$ cat config.mk
export PLATFORM = sky130hd
export DESIGN_NAME = onewire_master
export DESIGN_NICKNAME = d
export VERILOG_FILES = /design/src/rtl/onewire_master.sv
export SDC_FILE = /design/constraint.sdc
export NUM_CORES = 1
export LEC_CHECK = 0
export BUFFER_PORTS_ARGS = -buffer_cell sky130_fd_sc_hd__buf_2
export CAP_MARGIN = 20
export CORE_MARGIN = 4
export CORE_UTILIZATION = 40
export CTS_BUF_LIST = sky130_fd_sc_hd__clkbuf_2
export DETAILED_ROUTE_END_ITERATION = 8
export GPL_ROUTABILITY_DRIVEN = 0
export SETUP_SLACK_MARGIN = 0.05
export SYNTH_ARGS = -nofsm -noshare
export SYNTH_HDL_FRONTEND = slang
export SYNTH_SLANG_ARGS = --single-unit
$ cat constraint.sdc
create_clock -name clock29M -period 2.46 [get_ports clock29M]
set_input_delay 0.246 -clock clock29M [delete_from_list [all_inputs] [get_ports clock29M]]
set_output_delay 0.246 -clock clock29M [all_outputs]
set_load 0.05 [all_outputs]
$ cat src/rtl/onewire_master.sv
`timescale 1ns/1ps
// onewire_master: standard-speed 1-wire reset/bit/byte timing engine for two open-drain buses
// Ports: clock29M/reset (async, active-high); cmdValid/cmdType/cmdData/busSelect command in;
// busIn raw pad levels; pullLow per-bus drive-low; busy/done/presence/rxData status out.
module onewire_master #(
  parameter int unsigned US_DIVIDER   = 30,
  parameter int unsigned RESET_LOW_US = 480,
  parameter int unsigned PRESENCE_US  = 550,
  parameter int unsigned RESET_END_US = 960,
  parameter int unsigned SLOT_US      = 70,
  parameter int unsigned SAMPLE_US    = 15
) (
  input  logic       clock29M,
  input  logic       reset,
  input  logic       cmdValid,
  input  logic [1:0] cmdType,
  input  logic [7:0] cmdData,
  input  logic       busSelect,
  input  logic [1:0] busIn,
  output logic [1:0] pullLow,
  output logic       busy,
  output logic       done,
  output logic       presence,
  output logic [7:0] rxData
);
  localparam int PW = (US_DIVIDER > 1) ? $clog2(US_DIVIDER) : 1;
  localparam int UW = $clog2(RESET_END_US + 1);
  localparam logic [PW-1:0] L_PRE_MAX   = PW'(US_DIVIDER - 1);
  localparam logic [UW-1:0] L_RST_LOW   = UW'(RESET_LOW_US);
  localparam logic [UW-1:0] L_PRES      = UW'(PRESENCE_US);
  localparam logic [UW-1:0] L_RST_END   = UW'(RESET_END_US);
  localparam logic [UW-1:0] L_SLOT_LAST = UW'(SLOT_US - 1);
  localparam logic [UW-1:0] L_SAMPLE    = UW'(SAMPLE_US);
  localparam logic [UW-1:0] L_LOW1      = UW'(6);
  localparam logic [UW-1:0] L_LOW0      = UW'(60);
  typedef enum logic [1:0] {IDLE, RST, SLOT, FINISH} state_t;
  state_t r_state, w_next;
  logic [1:0] r_sync1, r_sync2;
  logic [PW-1:0] r_pre;
  logic [UW-1:0] r_us;
  logic r_bus, r_byte, r_presence;
  logic [7:0] r_tx, r_rx, r_rxdata;
  logic [2:0] r_cnt;
  logic w_accept, w_tick, w_bus_s, w_slot_end, w_last, w_low;
  // acceptance is decoded from the state register, not from busy, to keep the FSM loop-free
  assign w_accept   = cmdValid && (r_state == IDLE || r_state == FINISH) && cmdType != 2'd3;
  assign w_tick     = r_pre == L_PRE_MAX;
  assign w_bus_s    = r_sync2[r_bus];
  // the slot counter runs 0..SLOT_US-1, so the wrap lands exactly SLOT_US ticks after slot start
  assign w_slot_end = r_state == SLOT && w_tick && r_us == L_SLOT_LAST;
  assign w_last     = w_slot_end && (!r_byte || r_cnt == 3'd7);
  assign pullLow    = {r_bus & w_low, ~r_bus & w_low};
  assign presence   = r_presence;
  assign rxData     = r_rxdata;
  always_ff @(posedge clock29M or posedge reset)
    if (reset) r_state <= IDLE;
    else r_state <= w_next;
  always_comb begin
    w_next = r_state;
    busy   = 1'b0;
    done   = 1'b0;
    w_low  = 1'b0;
    case (r_state)
      IDLE, FINISH: begin
        done   = r_state == FINISH;
        w_next = w_accept ? (cmdType == 2'd0 ? RST : SLOT) : IDLE;
      end
      RST: begin
        busy   = 1'b1;
        w_low  = r_us < L_RST_LOW;
        w_next = (w_tick && r_us == L_RST_END) ? FINISH : RST;
      end
      SLOT: begin
        busy   = 1'b1;
        w_low  = r_us < (r_tx[0] ? L_LOW1 : L_LOW0);
        w_next = w_last ? FINISH : SLOT;
      end
      default: w_next = IDLE;
    endcase
  end
  always_ff @(posedge clock29M or posedge reset)
    if (reset) begin
      r_sync1    <= '0;
      r_sync2    <= '0;
      r_pre      <= '0;
      r_us       <= '0;
      r_bus      <= 1'b0;
      r_byte     <= 1'b0;
      r_presence <= 1'b0;
      r_tx       <= '0;
      r_rx       <= '0;
      r_rxdata   <= '0;
      r_cnt      <= '0;
    end else begin
      r_sync1 <= busIn;
      r_sync2 <= r_sync1;
      r_pre   <= (w_accept || w_tick) ? '0 : r_pre + 1'b1;
      if (w_accept) begin
        r_us   <= '0;
        r_bus  <= busSelect;
        r_byte <= cmdType == 2'd2;
        r_tx   <= cmdData;
        r_cnt  <= '0;
      end else if (w_tick) begin
        r_us <= (w_slot_end || !busy) ? '0 : r_us + 1'b1;
        if (r_state == RST && r_us == L_PRES) r_presence <= !w_bus_s;
        // a write-0 slot is held low by us, so force its sample to 0
        if (r_state == SLOT && r_us == L_SAMPLE) r_rx <= {r_tx[0] & w_bus_s, r_rx[7:1]};
        if (w_slot_end) begin
          r_cnt <= r_cnt + 1'b1;
          r_tx  <= {1'b0, r_tx[7:1]};
        end
      end
      if (w_last) r_rxdata <= r_byte ? r_rx : {7'b0, r_rx[7]};
    end
endmodule

== Word level (Yosys, flattened, before mapping) ==
Index checks and enable logic that the tools add are counted.

* Input bits: 16
* Memories: 0
* Bits in read-only memories: 0
* Output and inout bits: 13
* Bits in writable memories: 0
* Flip-flop bits (word level): 51
* Bits in latches: 0

* Reductions and logical operators: 24
* Add/subtract/negate cells: 3
* Multiply operators: 0
* Shift operators: 0
* Bitwise logic cells: 5
* Muxes and demuxes: 22
* Eq/ne operators: 11
* Div/mod/pow operators: 0
* Order comparisons: 3

{| class="wikitable"
|+ Operators with widths
! cell !! number
|-
| $mux 8 || 4
|-
| $mux 10 || 3
|-
| $eq 10x10->1 const B || 2
|-
| $add 10x1->10 const B || 1
|-
| $eq 10x4->1 const B || 1
|-
| $eq 10x7->1 const B || 1
|-
| $lt 10x6->1 || 1
|-
| $lt 10x9->1 const B || 1
|-
| $mux 3 || 3
|-
| $logic_and 1x1->1 || 8
|-
| $eq 2x2->1 const B || 3
|-
| $mux 2 || 3
|-
| $mux 6 || 1
|-
| $pmux 2 s3 || 1
|-
| $reduce_and 3->1 || 2
|-
| $add 5x1->5 const B || 1
|-
| $eq 5x5->1 const B || 1
|-
| $mux 1 || 5
|-
| $mux 5 || 1
|-
| $logic_not 2->1 || 2
|-
| $logic_or 1x1->1 || 4
|-
| $reduce_bool 2->1 || 2
|-
| $reduce_or 2->1 || 2
|-
| $add 3x1->3 const B || 1
|-
| other kinds (9) || 14
|}

== Depth between registers and ports, before layout ==
Gate-level depths: netlist (run 1).

* Word-level depth: 8
* Depth in mapped cells: 8
* Depth with buffers taken out: 6

== Worst setup path before layout (run 1) ==
OpenSTA, ideal clock, no wires.

* Kind: register to output
* Start: reg r_us[6]
* End: out pullLow[0]
* Path slack: -0.373 ns
* Path buffers: 1
* Stages on the path, launching flop included: 6
* Data arrival time: 2.587 ns
* Required time: 2.214 ns
* Cells stage by stage: dfrtp_1 -> clkbuf_1 -> or3_1 -> a2111oi_0 -> o21ai_1 -> a211oi_1

* Longest elaborated chain between the ends: 3
* Elaborated cells between the ends (all ways): 4
* Classes of those cells: order compare (2); mux (1); bitwise (1)

{| class="wikitable"
|+ Ends and longest elaborated chain
! element !! line !! RTL
|-
| start, declared || 40 || <nowiki>logic [UW-1:0] r_us;</nowiki>
|-
| start signal, assigned || 105 || <nowiki>r_us <= (w_slot_end || !busy) ? '0 : r_us + 1'b1;</nowiki>
|-
| $lt 10x6->1 / $lt 10x9->1 (equally long branches) || 75, 70 ||
|-
| $pmux 1 s2 * || 63 || <nowiki>case (r_state)</nowiki>
|-
| $and 1x1->1 * || 52 || <nowiki>assign pullLow = {r_bus & w_low, ~r_bus & w_low};</nowiki>
|-
| end, declared || 20 || <nowiki>output logic [1:0] pullLow,</nowiki>
|}

Every way passes the cells marked *; elsewhere a longest branch is shown, timed or not.

== Worst setup path in the final report (run 1) ==
* Start: reg r_us[5]
* End: out pullLow[0]

Same word-level chain as after synthesis.

==> flow_summary.yaml, run 1 <==
route:
  routedWlPerCell_um: 14.5
  drt-vias-per-instance: 5.42
  first_iter_violations: 110
  vias: 2112
  drt_first_pass_iters: 4
  drc_errors: 0
  wirelength_mm: 5.64
  postRouteAntennaNets: 0
floorplanning:
  die_w_um: 89.0
  core_um2: 6350
  num_rows: 29
  ioPinCount: 29
  dieArea_um2: 7930
  initial_core_util_pct: 41.4
  die_h_um: 89.0
worst_setup_path:
  cp_cell_sequence: "ha_4 > a2111oi_4 > o21ai_2 > a211oi_2 > buf_6"
  cp_max_fo: 2
  required_ns: 2.21
  worst_setup_path_start_kind: "flop"
  cpPeakStageDelay_ns: 0.49
  critPathArrivalTime_ns: 2.06
  crit_slowest_cell: "dfrtp_2"
  endpoint_kind: "output pin"
  criticalPathCategory: "reg -> out"
timing:
  rsz0062_at_grt: "no"
  finalHoldWorstSlack_ns: 0.0419
  hold_viol: 0
  slew-limit-headroom_pct: 56.9
  tightest_slew_ns: 0.647
  slew_viol_final: 0
  fin_ws_ns: 0.154
  setup_violations: 0
  final.setup.tns_ns: 0
  skew_ns: 0.0159
  min_period_ns: 2.31
  min_period_over_period_pct: 93.7
  fmax_ghz: 0.434
finish:
  postLayoutCoreUtil_pct: 48.7
  diodes: 0
  final_cell_mix: "dfrtp_1 (49), nand2_1 (46), nand3_1 (33), buf_2 (26), nor2_1 (14)"
  nets: 344
  final_common_cell: "dfrtp_1"
  fillCellCount: 599
  drive_above_1_share_pct: 22.7
  syn_to_final_growth_pct: 17.8
  design_area_um2: 3090
cts:
  cts_max_level: 2
  cts_root_buf: "clkbuf_2"
  cts_tree: "done"
  clk_path_buf_depth: 2
  path_clk_slew_ns: 0.24
  clk_latency_ns: 0.42
  clock-sinks: 51
  cts_buffers: 5
power_and_ir_drop:
  p_per_area_nw_per_um2: 741
  ir_drop_mv: 0.608
  p_leak_nw: 1.48
logic_synthesis:
  ys_warn_count: 0
  synth_edf_count: 0
  syn_inst: 269
  seq_area_frac_synth_pct: 48.6
  syn_nets: 299
  synth-async-reset-ratio_pct: 100
  syn_area_um2: 2630
  ys_ff_latch: 51
  ys_types: 51
  synth_top_flop_cell: "dfrtp_1"
  syn_avg_cell_area_um2: 9.76
run_status:
  outcome: "finished, final reports clean"
global_routing:
  grt_pass1_wl_mm: 9.38
  grt.total_usage_pct: 15.0
  grt_pass1_vias: 1961
  grt_max_degree: 52
  gr-total-overflow: 0
  antenna_found_initial: 0
run:
  drv_cap: 0
min_path:
  hold_class: "in -> reg"
place:
  placedInstanceArea_um2: 2860
  dp_slack_ns: 0.249
  placement.io_buffers: 28
  dp_hpwl_mm: 3.82
[layout make-up]
cell class | instances | area (um2) | area share [%]
Tap cell | 77 | 96.3 | 3.11
Multi-Input combinational cell | 193 | 1290 | 41.9
Clock inverter | 1 | 7.51 | 0.243
Inverter | 13 | 48.8 | 1.58
Timing Repair Buffer | 50 | 343 | 11.1
Sequential cell | 51 | 1280 | 41.3
Clock buffer | 5 | 25.0 | 0.809
[stage by stage]
stage          cells  total power [mW]
3_5_place_dp     370              1.91
5_1_grt          390              2.46
3_3_place_gp     370              1.89
6_report         390              2.29
2_1_floorplan    269              1.69
4_1_cts          388              2.28
[sequential cells by signal (all words and copies together) (netlist names)]
name / cells
r_sync2: 2
r_tx: 8
r_byte: 1
r_us: 10
rxData: 8
r_bus: 1
presence: 1
r_sync1: 2
r_cnt: 3
r_rx: 8
r_state: 2
r_pre: 5
[cell families (layout without fill, tap and decap cells)]
kind of cell               Yosys count  after routing  synth area share [%]
buffers and inverters               25             69                  4.53
AOI/OAI and AO/OA                   38             38                  10.1
muxes                               10             10                  4.24
DFF                                 51             51                  48.6
adders and majority gates           14             14                  6.67
and+or+nand+nor                    125            125                  23.8
xor gates and xnor gates             6              6                  2.00
[worst paths after layout]
check                                startpoint              endpoint  slack (ns)  cells after the start
max                         r_us[5]$_DFFE_PP0N_            pullLow[0]        0.15                      5
min                                  cmdData[6]   r_tx[6]$_DFFE_PP0P_        0.04                      3
max reg2reg                 r_us[5]$_DFFE_PP0N_  r_state[0]$_DFF_PP0_        0.18                      5
min reg2reg                r_sync1[0]$_DFF_PP0_  r_sync2[0]$_DFF_PP0_        0.38                      0
max in group asynchronous                 reset   r_tx[0]$_DFFE_PP0P_        1.50                      4
min in group asynchronous                 reset  presence$_DFFE_PP0P_        0.50                      4
[cells in the mapped netlist (6+ instances only)]
master	n	share of area (%)
clkbuf_1	6	0.86
ha_1	14	6.7
inv_1	13	1.9
dfrtp_1	51	49
a21oi_1	7	1.3
nand3_1	33	6.3
nand2_1	46	6.6
nor2_1	14	2.0
nand4_1	12	2.9
o21ai_1	6	1.1
mux2_2	7	3.0
[worst max-delay path: cells and delay by family (launching register included)]
| family | cells | cell delay, ns |
|---|---|---|
| AOI/OAI and AO/OA | 3 | 0.71 |
| DFF | 1 | 0.49 |
| adders and majority gates | 1 | 0.26 |
| buffers and inverters | 1 | 0.19 |
[power by group]
| part | internal, mW | switching, mW | leakage (nW) | total (mW) |
|---|---|---|---|---|
| clock network | 0.0589 | 0.253 | 0.0209 | 0.312 |
| logic | 0.331 | 0.553 | 0.784 | 0.884 |
| registers | 0.971 | 0.124 | 0.675 | 1.10 |
[timing repair]
| item | 4_1_cts | 5_1_grt |
|---|---|---|
| hold buffers | 8 | 2 |
| hold endpoints to repair | 58 | 2 |
| gates resized for setup | 10 | 4 |
| pin swaps | 1 | 4 |
| endpoints found under the setup margin | 2 | 2 |
| setup buffers | 4 | 0 |
[per-layer routing]
metal | routed length (um) | track usage [%]
met3 | 219 | 2.49
met1 | 2880 | 22.1
met5 | 0 | 0
met2 | 2450 | 22.5
met4 | 92 | 5.01
Note: power is estimated with default switching activity, not from simulation.
==> inputs of run 2 (changes only) <==
--- a/config.mk
+++ b/config.mk
@@ -12,6 +12,7 @@
 export CTS_BUF_LIST = sky130_fd_sc_hd__clkbuf_2
 export DETAILED_ROUTE_END_ITERATION = 8
 export GPL_ROUTABILITY_DRIVEN = 0
+export MAX_ROUTING_LAYER = met4
 export SETUP_SLACK_MARGIN = 0.05
 export SYNTH_ARGS = -nofsm -noshare
 export SYNTH_HDL_FRONTEND = slang
==> run 2 against run 1 <==
Compared with the run above: clock power is essentially flat; clock skew about the same; cell area unchanged; sequential power hardly changed; die area did not move; critical endpoint unchanged; largest cell class unchanged; highest routed layer unchanged.
==> flow_summary.yaml, run 2 (synthesis gave the netlist of run 1 again) <==
timing:
  setup_violations: 0
  slew-limit-headroom_pct: 57.1
  tightest_slew_ns: 0.644
  rsz0062_at_grt: "no"
  fmax_ghz: 0.435
  min_period_over_period_pct: 93.5
  hold_viol: 0
  skew_ns: 0.0158
  final.setup.tns_ns: 0
  slew_viol_final: 0
  min_period_ns: 2.30
cts:
  clk_path_buf_depth: 2
  cts_root_buf: "clkbuf_2"
  cts_tree: "done"
  cts_buffers: 5
  clock-sinks: 51
  cts_max_level: 2
  path_clk_slew_ns: 0.24
  clk_latency_ns: 0.42
route:
  drc_errors: 0
  wirelength_mm: 5.62
  drt_first_pass_iters: 4
  first_iter_violations: 110
  vias: 2109
  postRouteAntennaNets: 0
  drt-vias-per-instance: 5.41
  routedWlPerCell_um: 14.4
power_and_ir_drop:
  ir_drop_mv: 0.609
  p_per_area_nw_per_um2: 740
  p_leak_nw: 1.48
  fin_total_pwr_mw: 2.29
place:
  placement.io_buffers: 28
  dp_hpwl_mm: 3.82
  placedInstanceArea_um2: 2860
  placedCellCount: 370
run:
  drv_cap: 0
floorplanning:
  initial_core_util_pct: 41.4
  die_w_um: 89.0
  ioPinCount: 29
  dieArea_um2: 7930
  num_rows: 29
  core_um2: 6350
  die_h_um: 89.0
min_path:
  hold_class: "in -> reg"
finish:
  final_cells: 390
  drive_above_1_share_pct: 22.7
  design_area_um2: 3090
  final_common_cell: "dfrtp_1"
  largest_reg_flops: 10
  nets: 344
  final_cell_mix: "dfrtp_1 (49), nand2_1 (46), nand3_1 (33), buf_2 (26), nor2_1 (14)"
  fillCellCount: 599
  postLayoutCoreUtil_pct: 48.7
  diodes: 0
  top_register: "r_us"
  syn_to_final_growth_pct: 17.8
worst_setup_path:
  endpoint_kind: "output pin"
  required_ns: 2.21
  worst_setup_path_start_kind: "flop"
  cp_max_fo: 2
  critPathArrivalTime_ns: 2.06
  criticalPathCategory: "reg -> out"
global_routing:
  grt_pass1_vias: 1960
  grt_max_degree: 52
  antenna_found_initial: 0
  gr-total-overflow: 0
  grt_pass1_wl_mm: 9.38
  grt.total_usage_pct: 15.5
run_status:
  outcome: "finished, final reports clean"
run 2: repair_timing:
action	in CTS	in global routing
hold buffers	8	2
resized for setup	10	4
setup endpoints to repair	2	2
setup buffers	4	0
hold endpoints to repair	58	2
pin swaps	1	4
run 2: worst paths after layout:
kind / startpoint / end / slack, ns / cells after the start
worst max-delay path: r_us[5]$_DFFE_PP0N_ / pullLow[0] / 0.16 / 5
worst min-delay path: cmdData[6] / r_tx[6]$_DFFE_PP0P_ / 0.04 / 3
worst max register to register: r_us[5]$_DFFE_PP0N_ / r_state[0]$_DFF_PP0_ / 0.18 / 5
worst min register to register: r_sync1[0]$_DFF_PP0_ / r_sync2[0]$_DFF_PP0_ / 0.38 / 0
max in group asynchronous: reset / r_tx[0]$_DFFE_PP0P_ / 1.50 / 4
min in group asynchronous: reset / presence$_DFFE_PP0P_ / 0.51 / 4
run 2: worst max-delay path: stages (launching register included):
cell       delay [ns]
dfrtp_2          0.49
ha_4             0.26
a2111oi_4        0.34
o21ai_2          0.12
a211oi_2         0.25
buf_6            0.19
run 2: layout make-up:
cell class	instances	area (um2)	area share, %
inverters	13	48.8	1.58
flip-flops and latches	51	1280	41.3
repair buffers	50	343	11.1
multi-input cells	193	1290	41.9
well taps	77	96.3	3.11
clock buffers	5	25.0	0.809
clock inverters	1	7.51	0.243
run 2: power by group:
part	leakage, nW	total, mW	internal [mW]	switching, mW
combinational	0.784	0.884	0.331	0.553
clock	0.0209	0.310	0.0589	0.251
sequential	0.675	1.10	0.971	0.125
total	1.48	2.29	1.36	0.930
run 2: per-layer routing:
layer | up-vias | track usage, % | wire length (um) | part of all wire (%)
met4 | 0 | 5.01 | 89 | 1.6
met1 | 1005 | 22.1 | 2830 | 50
li1 | 1047 | - | - | -
met3 | 8 | 2.49 | 245 | 4.4
met2 | 49 | 22.5 | 2450 | 44
met5 | - | - | 0 | 0
run 2: metrics by stage:
stage / worst slack [ns] / hold WS [ns]
finish: 0.159 / 0.0436
global route: 0.0553 / 0.00890
CTS: 0.0755 / 0.000483
detailed placement: 0.249 / 0.336
global placement: 0.271 / 0.334
floorplan: 0.0282 / 0.277
==> inputs of run 3 (changes only) <==
--- a/config.mk
+++ b/config.mk
@@ -5,14 +5,18 @@
 export SDC_FILE = /design/constraint.sdc
 export NUM_CORES = 1
 export LEC_CHECK = 0
+export ABC_AREA = 1
 export BUFFER_PORTS_ARGS = -buffer_cell sky130_fd_sc_hd__buf_2
 export CAP_MARGIN = 20
+export CELL_PAD_IN_SITES_DETAIL_PLACEMENT = 1
+export CELL_PAD_IN_SITES_GLOBAL_PLACEMENT = 2
 export CORE_MARGIN = 4
-export CORE_UTILIZATION = 40
+export CORE_UTILIZATION = 33
 export CTS_BUF_LIST = sky130_fd_sc_hd__clkbuf_2
 export DETAILED_ROUTE_END_ITERATION = 8
 export GPL_ROUTABILITY_DRIVEN = 0
 export MAX_ROUTING_LAYER = met4
+export PLACE_DENSITY_LB_ADDON = 0.1
 export SETUP_SLACK_MARGIN = 0.05
 export SYNTH_ARGS = -nofsm -noshare
 export SYNTH_HDL_FRONTEND = slang
==> constraint.sdc (replaced) <==
create_clock -name clock29M -period 2.02 [get_ports clock29M]
set_input_delay 0.202 -clock clock29M [delete_from_list [all_inputs] [get_ports clock29M]]
set_output_delay 0.202 -clock clock29M [all_outputs]
set_load 0.05 [all_outputs]
==> run 3 against run 2 <==
Compared with the run above: the run now ends with negative setup slack left; sequential share of layout area shrank 3.6 points; non-clock buffer count grew 4; sequential power grew 17%; critical path type unchanged; largest cell class unchanged; largest power group unchanged; highest routed layer unchanged.
==> flow_summary.yaml, run 3 <==
floorplanning:
  die_w_um: 100
  initial_core_util_pct: 34.1
  ioPinCount: 29
  core_um2: 8260
  die_h_um: 100
  num_rows: 33
  dieArea_um2: 10100
power_and_ir_drop:
  p_leak_nw: 1.72
  p_per_area_nw_per_um2: 745
  ir_drop_mv: 0.366
worst_setup_path:
  endpoint_kind: "output pin"
  required_ns: 1.82
  critPathArrivalTime_ns: 1.91
  cp_max_fo: 5
  cp_cell_sequence: "ha_4 > nand2_2 > nand2_1 > nor2_1 > nand3_1 > nand2_1 > nand2_2 > nor2_2 > buf_6"
  cpPeakStageDelay_ns: 0.54
  criticalPathCategory: "reg -> out"
  worst_setup_path_start_kind: "flop"
  crit_slowest_cell: "dfrtp_2"
timing:
  fmax_ghz: 0.473
  hold_viol: 0
  setup_violations: 2
  min_period_ns: 2.11
  min_period_over_period_pct: 105
  finalHoldWorstSlack_ns: 0.0107
  skew_ns: 0.0392
  slew_viol_final: 0
  rsz0062_at_grt: "yes"
  slew-limit-headroom_pct: 67.3
  fin_ws_ns: -0.0938
  tightest_slew_ns: 0.489
  final.setup.tns_ns: -0.179
logic_synthesis:
  ys_top_cells_by_count: "nand2_1 (146), dfrtp_1 (51), inv_1 (33), nor2_1 (23), o21ai_2 (16)"
  ys_types: 29
  syn_avg_cell_area_um2: 8.15
  syn_inst: 345
  ys_ff_latch: 51
  ys_warn_count: 0
  synth_area_leaders: "dfrtp_1 (45%), nand2_1 (19%), ha_1 (6.2%)"
  synth_edf_count: 0
  syn_nets: 375
  synth_area_leader_cell: "dfrtp_1"
  seq_area_frac_synth_pct: 45.4
  synth-async-reset-ratio_pct: 100
  synth_top_cell_area_share_pct: 45.4
  syn_area_um2: 2810
  synthMostInstantiatedCell: "nand2_1"
  synth_top_flop_cell: "dfrtp_1"
route:
  postRouteAntennaNets: 0
  wirelength_mm: 6.78
  drc_errors: 0
  drt-vias-per-instance: 4.48
  first_iter_violations: 29
  vias: 2276
  routedWlPerCell_um: 13.4
  drt_first_pass_iters: 3
finish:
  syn_to_final_growth_pct: 20.4
  final_common_cell: "nand2_1"
  final_cells: 508
  final_cell_mix: "nand2_1 (143), dfrtp_1 (50), inv_1 (30), buf_2 (25), nor2_1 (21)"
  nets: 431
  top_register: "r_us"
  design_area_um2: 3390
  drive_above_1_share_pct: 25.1
  largest_reg_flops: 10
place:
  dp_hpwl_mm: 5.01
  placement.io_buffers: 28
  placedInstanceArea_um2: 3130
  placedCellCount: 483
  dp_slack_ns: 0.244
cts:
  cts_max_level: 2
  cts_tree: "done"
  path_clk_slew_ns: 0.31
  cts_root_buf: "clkbuf_2"
  cts_buffers: 5
  clock-sinks: 51
  clk_path_buf_depth: 2
  clk_latency_ns: 0.46
global_routing:
  grt_max_degree: 31
  gr-total-overflow: 0
  antenna_found_initial: 1
  grt.total_usage_pct: 15.2
  grt_pass1_vias: 2440
  grt_pass1_wl_mm: 11.9
run_status:
  violations: "negative setup slack"
  outcome: "complete, but fails checks"
min_path:
  hold_class: "in -> reg"
run:
  drv_cap: 0
[run 3: report_power, final]
group          switching (mW)  leakage (nW)  total (mW)  internal (mW)
clock network           0.361        0.0308       0.446         0.0850
logic                   0.462          1.01       0.791          0.329
registers               0.117         0.677        1.29           1.17
total                   0.940          1.72        2.52           1.58
[run 3: logic make-up (layout without fill, tap and decap cells)]
logic type,count (synthesis),in the layout,synth area share (%)
AND/OR/NAND/NOR,206,206,32.7
adder cells (fa/ha/maj),14,14,6.23
flip-flops,51,51,45.4
XOR/XNOR,6,6,1.87
buffers and inverters,43,100,6.89
AO/OA/AOI/OAI,25,25,6.89
other,0,1,0
[run 3: area by class of cell]
cell class	count	area, um2
fillers	1052	4870
multi-input cells	251	1400
flip-flops and latches	51	1280
repair buffers	54	390
inverters	38	148
well taps	105	131
clock buffers	5	25.0
clock inverters	3	17.5
diodes	1	2.50
[run 3: path summary, 6_finish.rpt]
kind                                 startpoint               endpoint  slack [ns]  cells past startpoint
min                                  cmdData[3]    r_tx[3]$_DFFE_PP0P_        0.01                      5
min reg2reg                r_sync1[0]$_DFF_PP0_   r_sync2[0]$_DFF_PP0_        0.39                      0
max reg2reg                r_cnt[0]$_DFFE_PP0P_   r_state[0]$_DFF_PP0_        0.32                      7
min in group asynchronous                 reset  rxData[1]$_DFFE_PP0N_        0.27                      3
max                         r_tx[0]$_DFFE_PP0P_             pullLow[0]       -0.09                      9
max in group asynchronous                 reset    r_tx[0]$_DFFE_PP0P_        1.18                      4
[run 3: metrics by stage]
step	utilization [%]	power [mW]
3_3_place_gp	37.8	1.96
4_1_cts	40.8	2.56
2_1_floorplan	-	1.76
3_5_place_dp	37.8	1.98
6_report	41.0	2.52
5_1_grt	41.0	2.75
[run 3: layer usage]
layer / wire length [um] / GRT usage [%] / vias up
li1: - / - / 1170
met1: 3140 / 19.0 / 1080
met2: 3420 / 25.5 / 22
met3: 156 / 2.71 / 4
met4: 72 / 4.04 / 0
met5: 0 / - / -
[run 3: what timing repair did]
action | 4_1_cts | 5_1_grt
hold endpoints to repair | 28 | 1
hold buffers | 10 | 1
pin swaps | 4 | 5
setup buffers | 5 | 0
gates resized for setup | 14 | 4
setup endpoints to repair | 3 | 3
[run 3: worst max-delay path, delay by kind of cell (launching register included)]
| family | cells | cell delay, ns |
|---|---|---|
| fa+ha+maj | 1 | 0.25 |
| flops | 1 | 0.54 |
| simple gates | 7 | 0.52 |
| buf+inv | 1 | 0.16 |
